<file path="config.mk">
export PLATFORM = sky130hd
export DESIGN_NAME = port_arb
export DESIGN_NICKNAME = d
export VERILOG_FILES = /design/src/rtl/port_arb.sv
export SDC_FILE = /design/constraint.sdc
export NUM_CORES = 1
export LEC_CHECK = 0
export CORE_ASPECT_RATIO = 0.9
export CORE_MARGIN = 3
export CORE_UTILIZATION = 45
export DETAILED_ROUTE_END_ITERATION = 10
export PLACE_DENSITY = 0.68
export SYNTH_ARGS = -nofsm -noshare
export SYNTH_HDL_FRONTEND = slang
export SYNTH_SLANG_ARGS = --single-unit
</file>
<file path="constraint.sdc">
create_clock -name i_clk -period 5.4 [get_ports i_clk]
set_input_delay 1.62 -clock i_clk [delete_from_list [all_inputs] [get_ports i_clk]]
set_output_delay 1.62 -clock i_clk [all_outputs]
set_load 0.005 [all_outputs]
</file>
<file path="src/rtl/port_arb.sv">
// Round-robin output-port arbiter: grants one requesting input port at a time,
// rejects requesters while the output is not ready, and force-releases a stuck grant.
module port_arb #(
  parameter int PORTNUM = 16,
  parameter int TIMEOUT = 256
) (
  input  logic                       i_clk,
  input  logic                       i_rst_n,
  input  logic [PORTNUM-1:0]         i_req,
  input  logic                       i_ready,
  input  logic                       i_done,
  output logic [PORTNUM-1:0]         o_resp,
  output logic [PORTNUM-1:0]         o_nresp,
  output logic                       o_busy,
  output logic [$clog2(PORTNUM)-1:0] o_grant_port,
  output logic                       o_grant_vld,
  output logic                       o_timeout
);

  localparam int PW = $clog2(PORTNUM);
  localparam int CW = $clog2(TIMEOUT + 1);
  localparam logic [CW-1:0] CNT_LAST = CW'(TIMEOUT - 1);
  localparam logic [CW-1:0] CNT_MAX  = {CW{1'b1}};
  localparam logic [PW-1:0] PTR_INIT = PW'(PORTNUM - 1);

  typedef enum logic [0:0] {
    ST_IDLE = 1'b0,
    ST_BUSY = 1'b1
  } state_t;

  state_t               state_r, state_nxt_s;
  logic [PW-1:0]        last_r, last_nxt_s;
  logic [CW-1:0]        cnt_r, cnt_nxt_s;
  logic [PORTNUM-1:0]   resp_r, resp_nxt_s;
  logic [PORTNUM-1:0]   nresp_r, nresp_nxt_s;
  logic [PW-1:0]        port_r, port_nxt_s;
  logic                 busy_r, vld_r, vld_nxt_s, tmo_r, tmo_nxt_s;
  logic [PW-1:0]        win_s, idx_s;

  // Round-robin winner search: descending loop so the nearest bit after last_r wins
  always_comb begin
    win_s = '0;
    idx_s = '0;
    for (int i = PORTNUM; i >= 1; i--) begin
      idx_s = PW'((int'(last_r) + i) % PORTNUM);
      win_s = i_req[idx_s] ? idx_s : win_s;
    end
  end

  // Next-state and next-output logic
  always_comb begin
    state_nxt_s = state_r;
    last_nxt_s  = last_r;
    cnt_nxt_s   = cnt_r;
    resp_nxt_s  = '0;
    nresp_nxt_s = '0;
    port_nxt_s  = port_r;
    vld_nxt_s   = 1'b0;
    tmo_nxt_s   = 1'b0;
    case (state_r)
      ST_IDLE: begin
        if (i_req != '0) begin
          if (i_ready) begin
            state_nxt_s        = ST_BUSY;
            last_nxt_s         = win_s;
            port_nxt_s         = win_s;
            resp_nxt_s[win_s]  = 1'b1;
            vld_nxt_s          = 1'b1;
            cnt_nxt_s          = '0;
          end else begin
            nresp_nxt_s = i_req;
          end
        end else begin
          state_nxt_s = ST_IDLE;
        end
      end
      ST_BUSY: begin
        // i_done outranks a coincident timeout
        if (i_done) begin
          state_nxt_s = ST_IDLE;
          cnt_nxt_s   = '0;
        end else if (cnt_r == CNT_LAST) begin
          state_nxt_s = ST_IDLE;
          cnt_nxt_s   = '0;
          tmo_nxt_s   = 1'b1;
        end else begin
          cnt_nxt_s = (cnt_r == CNT_MAX) ? cnt_r : cnt_r + CW'(1);
        end
      end
      default: begin
        state_nxt_s = ST_IDLE;
        cnt_nxt_s   = '0;
      end
    endcase
  end

  // State, pointer, counter and registered outputs
  always_ff @(posedge i_clk or negedge i_rst_n) begin
    if (!i_rst_n) begin
      state_r <= ST_IDLE;
      last_r  <= PTR_INIT;
      cnt_r   <= '0;
      resp_r  <= '0;
      nresp_r <= '0;
      port_r  <= '0;
      busy_r  <= 1'b0;
      vld_r   <= 1'b0;
      tmo_r   <= 1'b0;
    end else begin
      state_r <= state_nxt_s;
      last_r  <= last_nxt_s;
      cnt_r   <= cnt_nxt_s;
      resp_r  <= resp_nxt_s;
      nresp_r <= nresp_nxt_s;
      port_r  <= port_nxt_s;
      busy_r  <= (state_nxt_s == ST_BUSY);
      vld_r   <= vld_nxt_s;
      tmo_r   <= tmo_nxt_s;
    end
  end

  assign o_resp       = resp_r;
  assign o_nresp      = nresp_r;
  assign o_busy       = busy_r;
  assign o_grant_port = port_r;
  assign o_grant_vld  = vld_r;
  assign o_timeout    = tmo_r;

endmodule
</file>
# Word level (Yosys, flattened, before mapping)
# Index checks and enable logic that the tools add are counted.
totals:
  register_bits: 52
  output_inout_bits: 39
  inputBits: 20
classes:
  n_lt_le_gt_ge: 18
  bitwise: 1
  n_addsub: 17
  eq_ne: 5
  reduce_logical: 4
  muxes: 71
ops:
  columns: ["cell", "count"]
  rows:
  - ["$mux 16", 6]
  - ["$lt 4x5->1 const B", 17]
  - ["$bmux 1 s4", 16]
  - ["$mux 4", 16]
  - ["$mux 9", 5]
  - ["$add 4x4->4 const B", 8]
  - ["$mux 1", 25]
  - ["$pmux 9 s2", 1]
  - ["$add 4x3->4 const B", 4]
  - ["$reduce_bool 16->1", 1]
  - ["$add 9x1->9 const B", 1]
  - ["$eq 9x8->1 const B", 1]
  - ["$eq 9x9->1 const B", 1]
  - ["$add 4x1->4 const B", 2]
  - ["$add 4x2->4 const B", 2]
  - ["$reduce_and 3->1", 2]
  - ["$demux 1 s4", 1]
  - ["$ge 4x1->1 const B", 1]
  - ["$ne 2x2->1 const B", 2]
  - ["$ne 4x4->1 const B", 1]
  - ["$pmux 1 s2", 1]
  - ["$logic_and 1x1->1", 1]
  - ["$not 1->1", 1]

# Depth between registers and ports, before layout
# Gate-level depths: netlist (run 1).
depth:
  ltp_word: 26
  ltp_mapped: 16
  mapped_depth_nobuf: 10

# Least setup slack after synthesis (run 1)
# Ideal clock, no wire load.
synth_timing:
  kind: "flip-flop to flip-flop"
  start: "register last_r[1]"
  end: "register resp_r[0], in the netlist o_resp[0]"
  slack_ns: 1.184
  stages_incl_launch_ff: 15
  period_less_slack_ns: 4.216
  setup_time_ns: 0.120
  path_buffers: 5
  arrival_time_ns: 4.096
  path_cell_list: "dfstp_2 > buf_6 > buf_6 > clkbuf_1 > inv_1 > ha_1 > buf_6 > mux4_2 > mux4_2 > a21oi_1 > a21oi_1 > or4_1 > a22o_1 > buf_6 > and4_1"
synth_between:
  elab_chain_cells: 26
  word_cells_on_any_way: 72
synth_lines:
  columns: ["item", "line", "rtl"]
  rows:
  - ["start, declared", "32", "logic [PW-1:0] last_r, last_nxt_s;"]
  - ["start signal, assigned", "111", "last_r <= last_nxt_s;"]
  - ["$add 4x1->4", "45", "idx_s = PW'((int'(last_r) + i) % PORTNUM);"]
  - ["$bmux 1 s4", "46", "win_s = i_req[idx_s] ? idx_s : win_s;"]
  - ["$mux 1 (implied by the code)", "46", null]
  - ["$mux 4 (15 in a row)", "46", null]
  - ["$mux 4 *", "46", null]
  - ["$lt 4x5->1 (implied by the code) or $ge 4x1->1 (tied branches)", "67", "resp_nxt_s[win_s] = 1'b1;"]
  - ["$logic_and 1x1->1 (implied by the code)", "67", null]
  - ["$mux 1 (implied by the code)", "67", null]
  - ["$demux 1 s4 *", "67", null]
  - ["$mux 16 *", "63", "if (i_ready) begin"]
  - ["$mux 16 *", "62", "if (i_req != '0) begin"]
  - ["$mux 16 *", "60", "case (state_r)"]
  - ["net resp_nxt_s[0]", "34", "logic [PORTNUM-1:0] resp_r, resp_nxt_s;"]
  - ["end signal, assigned", "113", "resp_r <= resp_nxt_s;"]
  - ["end, declared", "34", null]
# Mark *: on every way through the listed nets, which the timed path passes. The rest lies on a longest branch. The select of a mux whose other input is x is not followed.
# A chain may end at the register's enable or synchronous reset.

# Worst setup path after layout (run 1)
layout_timing:
  start: "input i_req[10]"
  end: "register resp_r[1], in the netlist o_resp[1]"
layout_between:
  elab_chain_cells: 25
  word_cells_on_any_way: 57
layout_lines:
  columns: ["item", "line", "rtl"]
  rows:
  - ["start, declared", "9", "input logic [PORTNUM-1:0] i_req,"]
  - ["$bmux 1 s4", "46", null]
  - ["$mux 1 (implied by the code)", "46", null]
  - ["$mux 4 (16 in a row)", "46", null]
  - ["$lt 4x5->1 (implied by the code) or $ge 4x1->1 (tied branches)", "67", null]
  - ["$logic_and 1x1->1 (implied by the code)", "67", null]
  - ["$mux 1 (implied by the code)", "67", null]
  - ["$demux 1 s4", "67", null]
  - ["$mux 16", "63", null]
  - ["$mux 16 *", "62", null]
  - ["$mux 16 *", "60", null]
  - ["net resp_nxt_s[1]", "34", null]
# Marks and branches as above.

==> results.txt, run 1 <==
The max-slew headroom at the worst pin came out at 0.274. The clock slew at the register clock pins of the worst setup and hold paths came out at 90 ps. The clock network latency to the later pin of the worst-skew pair is 290 ps.

No sink is reached through more buffers than the 2 on the longest clock path. The total number of vias came out at 3777. The total wirelength of the detailed-routed design is 12300 um. The share of the cycle needed by the critical path after routing came out at 0.870.

The path class of the tightest hold or removal check is reg2reg. The count of flip-flops with a built-in enable after synthesis came out at 0. The number of max-capacitance violations reported is 0.

The total of cells resized after clock tree synthesis is 0. The post-synthesis async set-or-reset flop share came out at 1.00. The peak clock frequency supported by timing came out at 0.213 GHz. The category of the most critical setup path is in2reg. Yosys printed 0 warnings. The share of cells above drive strength 1 is 0.173.

0 antenna diodes ended up in the layout. The die extent in x came out at 110 um. The TritonCTS sink count is 52. The worst setup path is launched from an input port. At the placement stage, the worst setup path has a slack of 415 ps.

The top fanout value on the critical path is 10. The net count of the mapped netlist came out at 441. The total count of max-transition violations in the final report was 0. Before antenna repair, the detailed router went through 5 iterations. The number of vias per cell came out at 6.41. The register bit total from synthesis came out at 52.

The area growth from synthesis to layout is 18.3%. The initial DRC count is 313. The average cell area after synthesis came out at 10.5 um^2. The number of cells produced by synthesis came out at 413. For this run, the leading register cell type out of synthesis is sky130_fd_sc_hd__dfrtp_1. The flow ran to the end, and the final reports show no timing, DRC or antenna violations. The number of buffers inserted during clock tree synthesis came out at 5. The number of different library cells used by synthesis comes to 64. Dividing the detail-routed wire length by the instance count gives 20.9 um. The total I/O pin count came out at 59. The count of port buffers added during placement is 58. The number of antenna-violating nets in the routed design came out at 0. The data arrival at the endpoint of the critical path is 4890 ps. The vertical die dimension came out at 99.2 um. The starting density of the core came out at 0.469. The via count of the first global-routing pass is 3624. The synthesized cell area is 4340 um^2. The post-cts hold buffer count came out at 0. The count of final hold-check violations came out at 0.

The layout net count came out at 495. The worst setup skew after layout is 5.68 ps. The post-CTS repair timing setup buffer count came out at 0. The slew at the pin closest to its max-slew limit came out at 1090 ps.

The total global routing overflow came out at 0. The worst setup path is captured at a flip-flop. Across every metal layer, demand over resource in global routing totals 0.233.

The worst path needs 4700 ps of the cycle, external delays included. Once layout is complete, the utilization of the core stands at 0.555. The last weighted congestion value of the routability-driven placer is 0.976. The area of the core region is 9250 um^2.

After floorplanning, the core was divided into 33 placement rows. The cell sitting at the root of the clock tree is a sky130_fd_sc_hd__clkbuf_8. The full die area is 10900 um^2.

The worst-case hold slack came out at 503 ps. The half-perimeter wire length after detailed placement is 9360 um. The wire length of the first global-routing pass came out at 19800 um.

TritonCTS built the clock tree. The largest net degree at the start of global routing is 53. The number of antenna violations at the first check in global routing came out at 0. For the worst setup path, the data required time is 5590 ps. The final setup TNS came out at 0 ps.

The portion of the post-synthesis area used by sequential elements is 0.301. In the routed design, unresolved DRC markers number 0. The final critical-path setup slack is 702 ps. The final setup violation count is 0.

Setup repair after global routing left no endpoint under its margin. The CTS H-tree depth is 2.
-- critical path, stage by stage --
cell and delay (ps):
sky130_fd_sc_hd__clkdlybuf4s50_1 600, sky130_fd_sc_hd__mux4_2 530, sky130_fd_sc_hd__mux2_2 290, sky130_fd_sc_hd__o21ai_0 410, sky130_fd_sc_hd__o21ai_0 250, sky130_fd_sc_hd__or4_1 580, sky130_fd_sc_hd__a22o_1 340, sky130_fd_sc_hd__and4_1 250
-- cell type report --
cell class | instances | area [um^2]
clock inverters | 2 | 60.1
flip-flops and latches | 52 | 1310
multi-input cells | 330 | 2860
repair buffers | 67 | 643
inverters | 11 | 41.3
well taps | 122 | 153
clock buffers | 5 | 68.8
fillers | 811 | 4120
-- cells in the mapped netlist (2+ instances only) --
master,number,area share
sky130_fd_sc_hd__o2111ai_1,3,0.0061
sky130_fd_sc_hd__inv_1,8,0.0069
sky130_fd_sc_hd__a21oi_1,13,0.015
sky130_fd_sc_hd__nor2_1,16,0.014
sky130_fd_sc_hd__xor2_1,5,0.010
sky130_fd_sc_hd__nor4_1,6,0.0086
sky130_fd_sc_hd__ha_1,8,0.023
sky130_fd_sc_hd__a31oi_1,2,0.0029
sky130_fd_sc_hd__o211a_1,5,0.012
sky130_fd_sc_hd__clkbuf_1,9,0.0078
sky130_fd_sc_hd__o21ai_1,3,0.0035
sky130_fd_sc_hd__buf_4,2,0.0035
sky130_fd_sc_hd__clkinv_1,2,0.0017
sky130_fd_sc_hd__mux2i_1,30,0.069
sky130_fd_sc_hd__o221ai_1,5,0.010
sky130_fd_sc_hd__xnor2_1,13,0.026
sky130_fd_sc_hd__nor3_1,14,0.016
sky130_fd_sc_hd__nand3_1,8,0.0092
sky130_fd_sc_hd__o21a_1,4,0.0069
sky130_fd_sc_hd__a22o_1,4,0.0081
sky130_fd_sc_hd__nand2b_1,7,0.010
sky130_fd_sc_hd__buf_2,3,0.0035
sky130_fd_sc_hd__mux4_2,30,0.16
sky130_fd_sc_hd__o211ai_1,5,0.0086
sky130_fd_sc_hd__a22oi_1,4,0.0069
sky130_fd_sc_hd__a211oi_1,7,0.012
sky130_fd_sc_hd__mux2_2,18,0.047
sky130_fd_sc_hd__o32ai_1,2,0.0040
sky130_fd_sc_hd__o31ai_1,3,0.0052
sky130_fd_sc_hd__nand2_1,35,0.030
sky130_fd_sc_hd__dfstp_2,4,0.024
sky130_fd_sc_hd__nor2b_1,3,0.0043
sky130_fd_sc_hd__dfrtp_1,48,0.28
sky130_fd_sc_hd__o22a_1,3,0.0061
sky130_fd_sc_hd__o22ai_1,4,0.0058
sky130_fd_sc_hd__and4_1,4,0.0081
sky130_fd_sc_hd__o21ai_0,21,0.024
sky130_fd_sc_hd__and3_1,5,0.0072
sky130_fd_sc_hd__and2_1,17,0.025
sky130_fd_sc_hd__buf_6,6,0.016
-- path summary, 6_finish.rpt --
path                            startpoint               to  slack (ps)  cells past startpoint
setup / recovery                 i_req[10]        o_resp[1]         700                      8
hold / removal             o_grant_port[2]  o_grant_port[2]         500                      2
setup reg to reg                 last_r[0]        o_resp[0]        1160                     10
hold reg to reg            o_grant_port[2]  o_grant_port[2]         500                      2
max in group asynchronous          i_rst_n       o_nresp[9]        3210                      1
min in group asynchronous          i_rst_n        o_resp[6]        1520                      1
-- routing by layer --
layer,track usage,part of all wire
met5,0,0
met4,0.0662,0.028
met3,0.0597,0.084
met2,0.344,0.44
met1,0.339,0.45
-- placed cells by master (no fill, tap or decap), types with 14 or more instances in the layout --
cell and n:
sky130_fd_sc_hd__and2_1 17, sky130_fd_sc_hd__mux4_2 30, sky130_fd_sc_hd__nand2_1 35, sky130_fd_sc_hd__nor3_1 14
sky130_fd_sc_hd__mux2_2 18, sky130_fd_sc_hd__mux2i_1 30, sky130_fd_sc_hd__dfrtp_1 48, sky130_fd_sc_hd__o21ai_0 21
sky130_fd_sc_hd__clkdlybuf4s50_1 57, sky130_fd_sc_hd__nor2_1 16
-- sequential cells by signal (all words and copies together), names as in the netlist --
register and count:
o_timeout 1, o_grant_vld 1, o_nresp 16, o_busy 1
last_r 4, cnt_r 9, o_grant_port 4, o_resp 16
-- through the flow --
stage	instance area, um^2	std cells
2_1_floorplan	4340	413
3_3_place_gp	5000	582
3_5_place_dp	5000	582
4_1_cts	5130	589
5_1_grt	5130	589
6_report	5130	589
-- cells by family (layout without fill, tap and decap cells) --
family / after synthesis / in the layout / synth area share
and+or+nand+nor: 120 / 120 / 0.141
AOI/OAI and AO/OA: 105 / 105 / 0.182
muxes: 79 / 79 / 0.277
DFF: 52 / 52 / 0.301
buffers and inverters: 31 / 85 / 0.0398
xor gates and xnor gates: 18 / 18 / 0.0363
adders and majority gates: 8 / 8 / 0.0231
Power of run 1 is left out: the tool's default activity adds up to more than one toggle a clock period on the data nets, which glitch-free logic cannot reach.
==> inputs of run 2 (changes only) <==
--- a/config.mk
+++ b/config.mk
@@ -5,11 +5,13 @@
 export SDC_FILE = /design/constraint.sdc
 export NUM_CORES = 1
 export LEC_CHECK = 0
+export ABC_AREA = 1
+export CAP_MARGIN = 10
 export CORE_ASPECT_RATIO = 0.9
 export CORE_MARGIN = 3
 export CORE_UTILIZATION = 45
 export DETAILED_ROUTE_END_ITERATION = 10
-export PLACE_DENSITY = 0.68
+export PLACE_DENSITY = 0.69
 export SYNTH_ARGS = -nofsm -noshare
 export SYNTH_HDL_FRONTEND = slang
 export SYNTH_SLANG_ARGS = --single-unit
==> constraint.sdc (replaced) <==
create_clock -name i_clk -period 4.8 [get_ports i_clk]
set_input_delay 1.44 -clock i_clk [delete_from_list [all_inputs] [get_ports i_clk]]
set_output_delay 1.44 -clock i_clk [all_outputs]
set_load 0.005 [all_outputs]
==> results.txt, run 2 <==
The count of cells along the worst register-to-register path is 28. The total I/O pin count came out at 59. TritonCTS built the clock tree. The startpoint type of the worst setup path is a flip-flop. The H-tree generated during clock tree synthesis spans 2 levels. The commonest cells after synthesis are 208 x sky130_fd_sc_hd__nand2_1, 74 x sky130_fd_sc_hd__inv_1, 68 x sky130_fd_sc_hd__nand3_1. For hold timing, the worst endpoint is o_timeout.

Clock tree synthesis selected as its root buffer the cell sky130_fd_sc_hd__clkbuf_8. The max-slew headroom at the worst pin came out at 0.439. Setup repair after global routing left no endpoint under its margin. For the pin with the worst max-slew slack, the measured transition is 839 ps. The total wirelength of the detailed-routed design came out at 10100 um.

The final setup violation count came out at 0. The number of rows created at floorplan is 30. In this design, the largest share of critical-path delay is due to simple AND/OR/NAND/NOR gates. The vertical die dimension came out at 91.0 um. The average cell area after synthesis is 6.41 um^2. The full die area came out at 9140 um^2.

The last weighted congestion value of the routability-driven placer came out at 0.983. The final setup TNS came out at 0 ps. The setup check on the worst reg-to-reg path leaves a slack of 820 ps. The most common cell type on the critical path is sky130_fd_sc_hd__nand2_1. Clock-pin slew was measured on the worst setup and hold paths at 100 ps.

The synthesized design spends more area on one cell type than any other, namely sky130_fd_sc_hd__dfrtp_1. The synthesized cell area came out at 3610 um^2. The number of max-capacitance violations reported is 0. The warning count from the yosys run came out at 0.

The number of vias per cell came out at 5.17. In the global route stage, met1 resource usage came out at 0.305. The area growth from synthesis to layout is 21.5%. The peak clock frequency supported by timing is 0.251 GHz.

The area fraction of the dominant cell type after synthesis is 0.332. The iteration count of the initial detailed-routing pass came out at 5. The routed wirelength normalized by instance count came out at 14.2 um.

The number of cells produced by synthesis is 564. The maximum buffer depth of the clock tree came out at 2. The area of the core region came out at 7660 um^2. Buffers inserted to repair hold after CTS numbered 0. The number of antenna violations at the first check in global routing was 0. The net count of the mapped netlist came out at 592. The post-synthesis async set-or-reset flop share came out at 1.00. The run finished with clean final reports. The sort of element at the end of the critical path is a flip-flop. The highest cell delay on the worst timing path came out at 760 ps.

The met2 usage came out at 0.361. The total global routing overflow came out at 0. Of the cells placed in the final design, the portion with a size suffix greater than 1 is 0.0499. In this run the worst setup path begins at last_r[1]. Along the worst hold path, the cell count comes to 1.

The endpoint identified for the worst register-to-register timing path is o_resp[8]. The number of buffers inserted during clock tree synthesis came out at 5. The most common library cell in the layout ignoring fill and taps is sky130_fd_sc_hd__nand2_1. The via count of the first global-routing pass was 3361.

The count of port buffers added during placement came out at 58. The data arrival at the endpoint of the critical path came out at 4210 ps. The category of the most critical setup path is reg2reg. The top fanout value on the critical path came out at 15.

The wire-length estimate of the detail-placed layout is 7750 um. In this run the most critical hold path is launched from cnt_r[8]. The number of placed instances with taps included is 709. The number of unique standard cell types used by synthesis is 37.

The clock network latency to the later pin of the worst-skew pair is 300 ps. The most numerous cell in the Yosys netlist is sky130_fd_sc_hd__nand2_1. By area the synthesized netlist is led by sky130_fd_sc_hd__dfrtp_1 33%, sky130_fd_sc_hd__nand2_1 22%, sky130_fd_sc_hd__nand3_1 9.4%. The register bit total from synthesis came out at 52. In the layout the commonest cells are 208 x sky130_fd_sc_hd__nand2_1, 74 x sky130_fd_sc_hd__inv_1, 68 x sky130_fd_sc_hd__nand3_1. The worst-case hold slack came out at 475 ps. The slowest stage of the critical path belongs to the cell sky130_fd_sc_hd__dfstp_2. The critical path contains buffers and inverters numbering 4 combined. The launch point of the worst reg-to-reg path is last_r[1]. Data on the critical path is required at its endpoint by 5030 ps. Post-CTS repair changed the size of 0 cells. The post-CTS repair timing setup buffer count is 0.

For this run, the leading register cell type out of synthesis is sky130_fd_sc_hd__dfrtp_1. For this design, the sink count on the clock tree is 52. Counting I/O delays and the setup requirement, the final critical path takes 3980 ps. The initial DRC count is 239. The global routing usage on met3 came out at 0.0469.

The portion of the post-synthesis area used by sequential elements came out at 0.361. The count of flip-flops with a built-in enable after synthesis came out at 0. The DRC violation count after routing is 0. Measured along the x axis, the die boundary spans 100 um. The number of antenna-violating nets in the routed design is 0. At the end of the flow, the number of nets in the layout was 648. The total number of vias is 3709. The total count of max-transition violations in the final report is 0. The share of the cycle needed by the critical path after routing came out at 0.830. The starting density of the core is 0.472. The count of final hold-check violations is 0. After global routing, the most crowded layer is met2. For this run, the total global-route usage over all layers was measured as 0.222. The total inserted antenna cells came out at 0. The largest net degree at the start of global routing is 40. The final instance count without filler cells is 717. The tightest min-delay check is of the reg2reg type. The wire length of the first global-routing pass is 16300 um. The worst setup skew after layout came out at 3.16 ps.
-- run 2: changes by cell type in the layout (fill, tap and decap cells not counted), sizes merged, moves of 26 or more --
| cell | previous run | this run |
|---|---|---|
| nand2 | 35 | 212 |
| inv | 9 | 77 |
| nand3 | 8 | 69 |
| nor2 | 16 | 53 |
| mux2i | 31 | 0 |
| mux4 | 30 | 0 |
| a21oi | 13 | 39 |
-- run 2: logic make-up after synthesis --
| logic type | share of synthesized area |
|---|---|
| AOI/OAI and AO/OA | 0.0904 |
| xor gates and xnor gates | 0.0215 |
| adders and majority gates | 0.0277 |
| buffers and inverters | 0.0997 |
| DFF | 0.361 |
| and+or+nand+nor | 0.399 |
-- run 2: metrics by stage --
step	setup slack, ps	util	area [um^2]
detailed placement	661	0.557	4270
finish	818	0.573	4390
floorplan	1720	-	3610
global placement	632	0.557	4270
global route	430	0.573	4390
CTS	858	0.573	4390
-- run 2: worst max-delay path by stage --
stage	to	slack (ps)	cells past startpoint
final	o_resp[8]	820	28
after global routing	o_resp[5]	430	27
after CTS	o_resp[8]	860	28
after detailed placement	o_resp[0]	660	23
after global placement	o_resp[8]	630	25
after floorplan	o_resp[2]	1720	30
-- run 2: final cells by class --
| cell class | count | area (um^2) |
|---|---|---|
| Sequential cell | 52 | 1310 |
| Clock inverter | 2 | 38.8 |
| Clock buffer | 6 | 82.6 |
| Multi-Input combinational cell | 422 | 1950 |
| Tap cell | 96 | 120 |
| Inverter | 77 | 289 |
| Fill cell | 727 | 3270 |
| Timing Repair Buffer | 62 | 606 |
-- run 2: metal layers --
| layer | vias up | part of all wire |
|---|---|---|
| li1 | 1883 | - |
| met1 | 1681 | 0.46 |
| met2 | 134 | 0.45 |
| met3 | 11 | 0.077 |
| met4 | 0 | 0.013 |
| met5 | - | 0 |
-- run 2: worst register-to-register path, delay by kind of cell, from the launching register on --
| kind | cells | cell delay [ps] |
|---|---|---|
| simple gates | 23 | 1800 |
| fa+ha+maj | 1 | 440 |
| flops | 1 | 760 |
| buf+inv | 4 | 890 |
Power of run 2 is left out for the same reason.
==> inputs of run 3 (changes only) <==
==> constraint.sdc (replaced) <==
create_clock -name i_clk -period 3.9 [get_ports i_clk]
set_input_delay 1.17 -clock i_clk [delete_from_list [all_inputs] [get_ports i_clk]]
set_output_delay 1.17 -clock i_clk [all_outputs]
set_load 0.005 [all_outputs]
==> results.txt, run 3 (synthesis gave the netlist of run 2 again) <==
The total inserted antenna cells came out at 0. Dividing the detail-routed wire length by the instance count gives 14.0 um. For this run, design rule violations remaining after detail routing come to 0. From synthesis to final layout, the design area changed by 23.2%.

The final critical-path setup slack is 385 ps. The filler cells instantiated in the layout total 744. For this block, the routed nets add up to 10200 um of wire. The maximum buffer depth of the clock tree came out at 2.

The share of cells above drive strength 1 came out at 0.0589. The die covers 9140 um^2. In this run the standard cell core region covers 7660 um^2. The utilization after layout is 0.582. The library cells used most frequently in the layout, excluding fill and tap cells, are 208 x sky130_fd_sc_hd__nand2_1, 74 x sky130_fd_sc_hd__inv_1, 68 x sky130_fd_sc_hd__nand3_1.

After clock tree synthesis, the clock-pin slew on the worst setup and hold paths is 100 ps. The max-slew headroom at the worst pin came out at 0.481. The post-cts hold buffer count is 0.

The number of vias per cell came out at 5.15. In this run the clock root is driven by a sky130_fd_sc_hd__clkbuf_8. The count of final hold-check violations came out at 0. The worst-case hold slack is 457 ps. The floorplan step set the die height to 91.0 um. Entering global routing, the biggest net connects 37 pins.

The path class of the tightest hold or removal check is reg2reg. The critical path is of the in2reg type. For the worst-skew pair, the clock arrives at the later sink with an insertion delay of 310 ps. Setup repair after global routing left no endpoint under its margin. The number of antenna violations at the first check in global routing was 0. For this configuration, the core starts out at a cell density of 0.472. The critical path data required time came out at 4120 ps. The via count of the first global-routing pass is 3609.

The data arrival at the endpoint of the critical path came out at 3740 ps. The clock tree synthesis step divided the H-tree into 2 levels. The post-CTS repair timing setup buffer count came out at 0. Once detail routing completed, the nets flagged for antenna violations numbered 0. The total global routing overflow came out at 0. The final critical path time including I/O delays and setup came out at 3520 ps. Between clock sinks in the finished design, the worst skew comes to 8.25 ps.

The half-perimeter wire length after detailed placement came out at 7820 um. The initial DRC count is 228. The number of buffers inserted during clock tree synthesis came out at 5. The final setup violation count came out at 0.

Summed over all failing endpoints, the final setup total negative slack is 0 ps. The worst setup path is launched from an input port. In this run the count of I/O pins placed on the die edge is 59. The die extent in x is 100 um. Row generation in the floorplan step produced 30 rows. The total track usage came out at 0.231. The last weighted congestion value of the routability-driven placer came out at 0.944. Counting every sink on the clock net gives 52.

Port buffering added 58 buffers. The total number of vias is 3730. At the end of the flow, the number of nets in the layout was 655. The share of the cycle needed by the critical path after routing is 0.901.

The top fanout value on the critical path is 5. OpenSTA, run right after detailed placement, puts the worst setup slack at 98.1 ps. The flow ran to the end, and the final reports show no timing, DRC or antenna violations. The total area of sequential cells is 1310 um^2.

The total of cells resized after clock tree synthesis came out at 0. In the final layout, the multi-input gates occupy 1950 um^2. STA classifies the critical path endpoint as a flip-flop. The register-to-register setup slack is 410 ps. For the pin with the worst max-slew slack, the measured transition is 779 ps. The number of max-capacitance violations reported is 0. For this run, the detailed router's first-pass iteration total came to 5. TritonCTS built the clock tree.

Leaving out fill and tap cells, the most frequent cell in the layout is sky130_fd_sc_hd__nand2_1. The total count of max-transition violations in the final report is 0. Based on the critical path, the design can be clocked at up to 0.284 GHz.

The wire length of the first global-routing pass came out at 17100 um.
==> run 3: critical path, stage by stage <==
cell	delay (ps)
sky130_fd_sc_hd__clkdlybuf4s50_1	520
sky130_fd_sc_hd__nand2_1	90
sky130_fd_sc_hd__nand3_1	100
sky130_fd_sc_hd__nand2_1	90
sky130_fd_sc_hd__o21ai_0	270
sky130_fd_sc_hd__nand2_1	110
sky130_fd_sc_hd__nand2_1	170
sky130_fd_sc_hd__inv_1	70
sky130_fd_sc_hd__nand2_1	70
sky130_fd_sc_hd__nand2_1	50
sky130_fd_sc_hd__nand2_1	50
sky130_fd_sc_hd__nand2_1	50
sky130_fd_sc_hd__nand2_1	50
sky130_fd_sc_hd__nand3b_1	90
sky130_fd_sc_hd__nand2_1	60
sky130_fd_sc_hd__nand2_1	40
sky130_fd_sc_hd__nand2_1	50
sky130_fd_sc_hd__nand2_1	50
sky130_fd_sc_hd__nand2_1	50
sky130_fd_sc_hd__nand2_1	70
sky130_fd_sc_hd__nand2_1	60
sky130_fd_sc_hd__nand2_1	150
sky130_fd_sc_hd__nand2_1	150
sky130_fd_sc_hd__o21ai_0	100
==> run 3: worst paths after layout <==
| check | start | end | depth (start not counted) |
|---|---|---|---|
| setup / recovery | i_req[13] | last_r[0] | 24 |
| hold / removal | cnt_r[8] | o_timeout | 1 |
| setup reg to reg | last_r[0] | last_r[0] | 23 |
| hold reg to reg | cnt_r[8] | o_timeout | 1 |
| max in group asynchronous | i_rst_n | cnt_r[8] | 2 |
| min in group asynchronous | i_rst_n | o_nresp[3] | 1 |
==> run 3: stage by stage <==
step,cell area [um^2],std cells
global placement,4320,716
CTS,4450,724
global route,4450,724
floorplan,3610,564
finish,4450,724
detailed placement,4320,716
==> run 3: area by class of cell <==
class,count,share of cell area
multi-input combinational,422,0.437
inverter,77,0.0649
clock inverter,2,0.0135
sequential,52,0.293
clock buffer,6,0.0163
timing repair buffer,69,0.148
tap,96,0.0270
==> run 3: routing by layer <==
metal,routed length (um),track usage
met5,0,0
met4,123,0.0561
met3,740,0.0376
met2,4610,0.369
met1,4680,0.328
Power of run 3 is left out for the same reason.
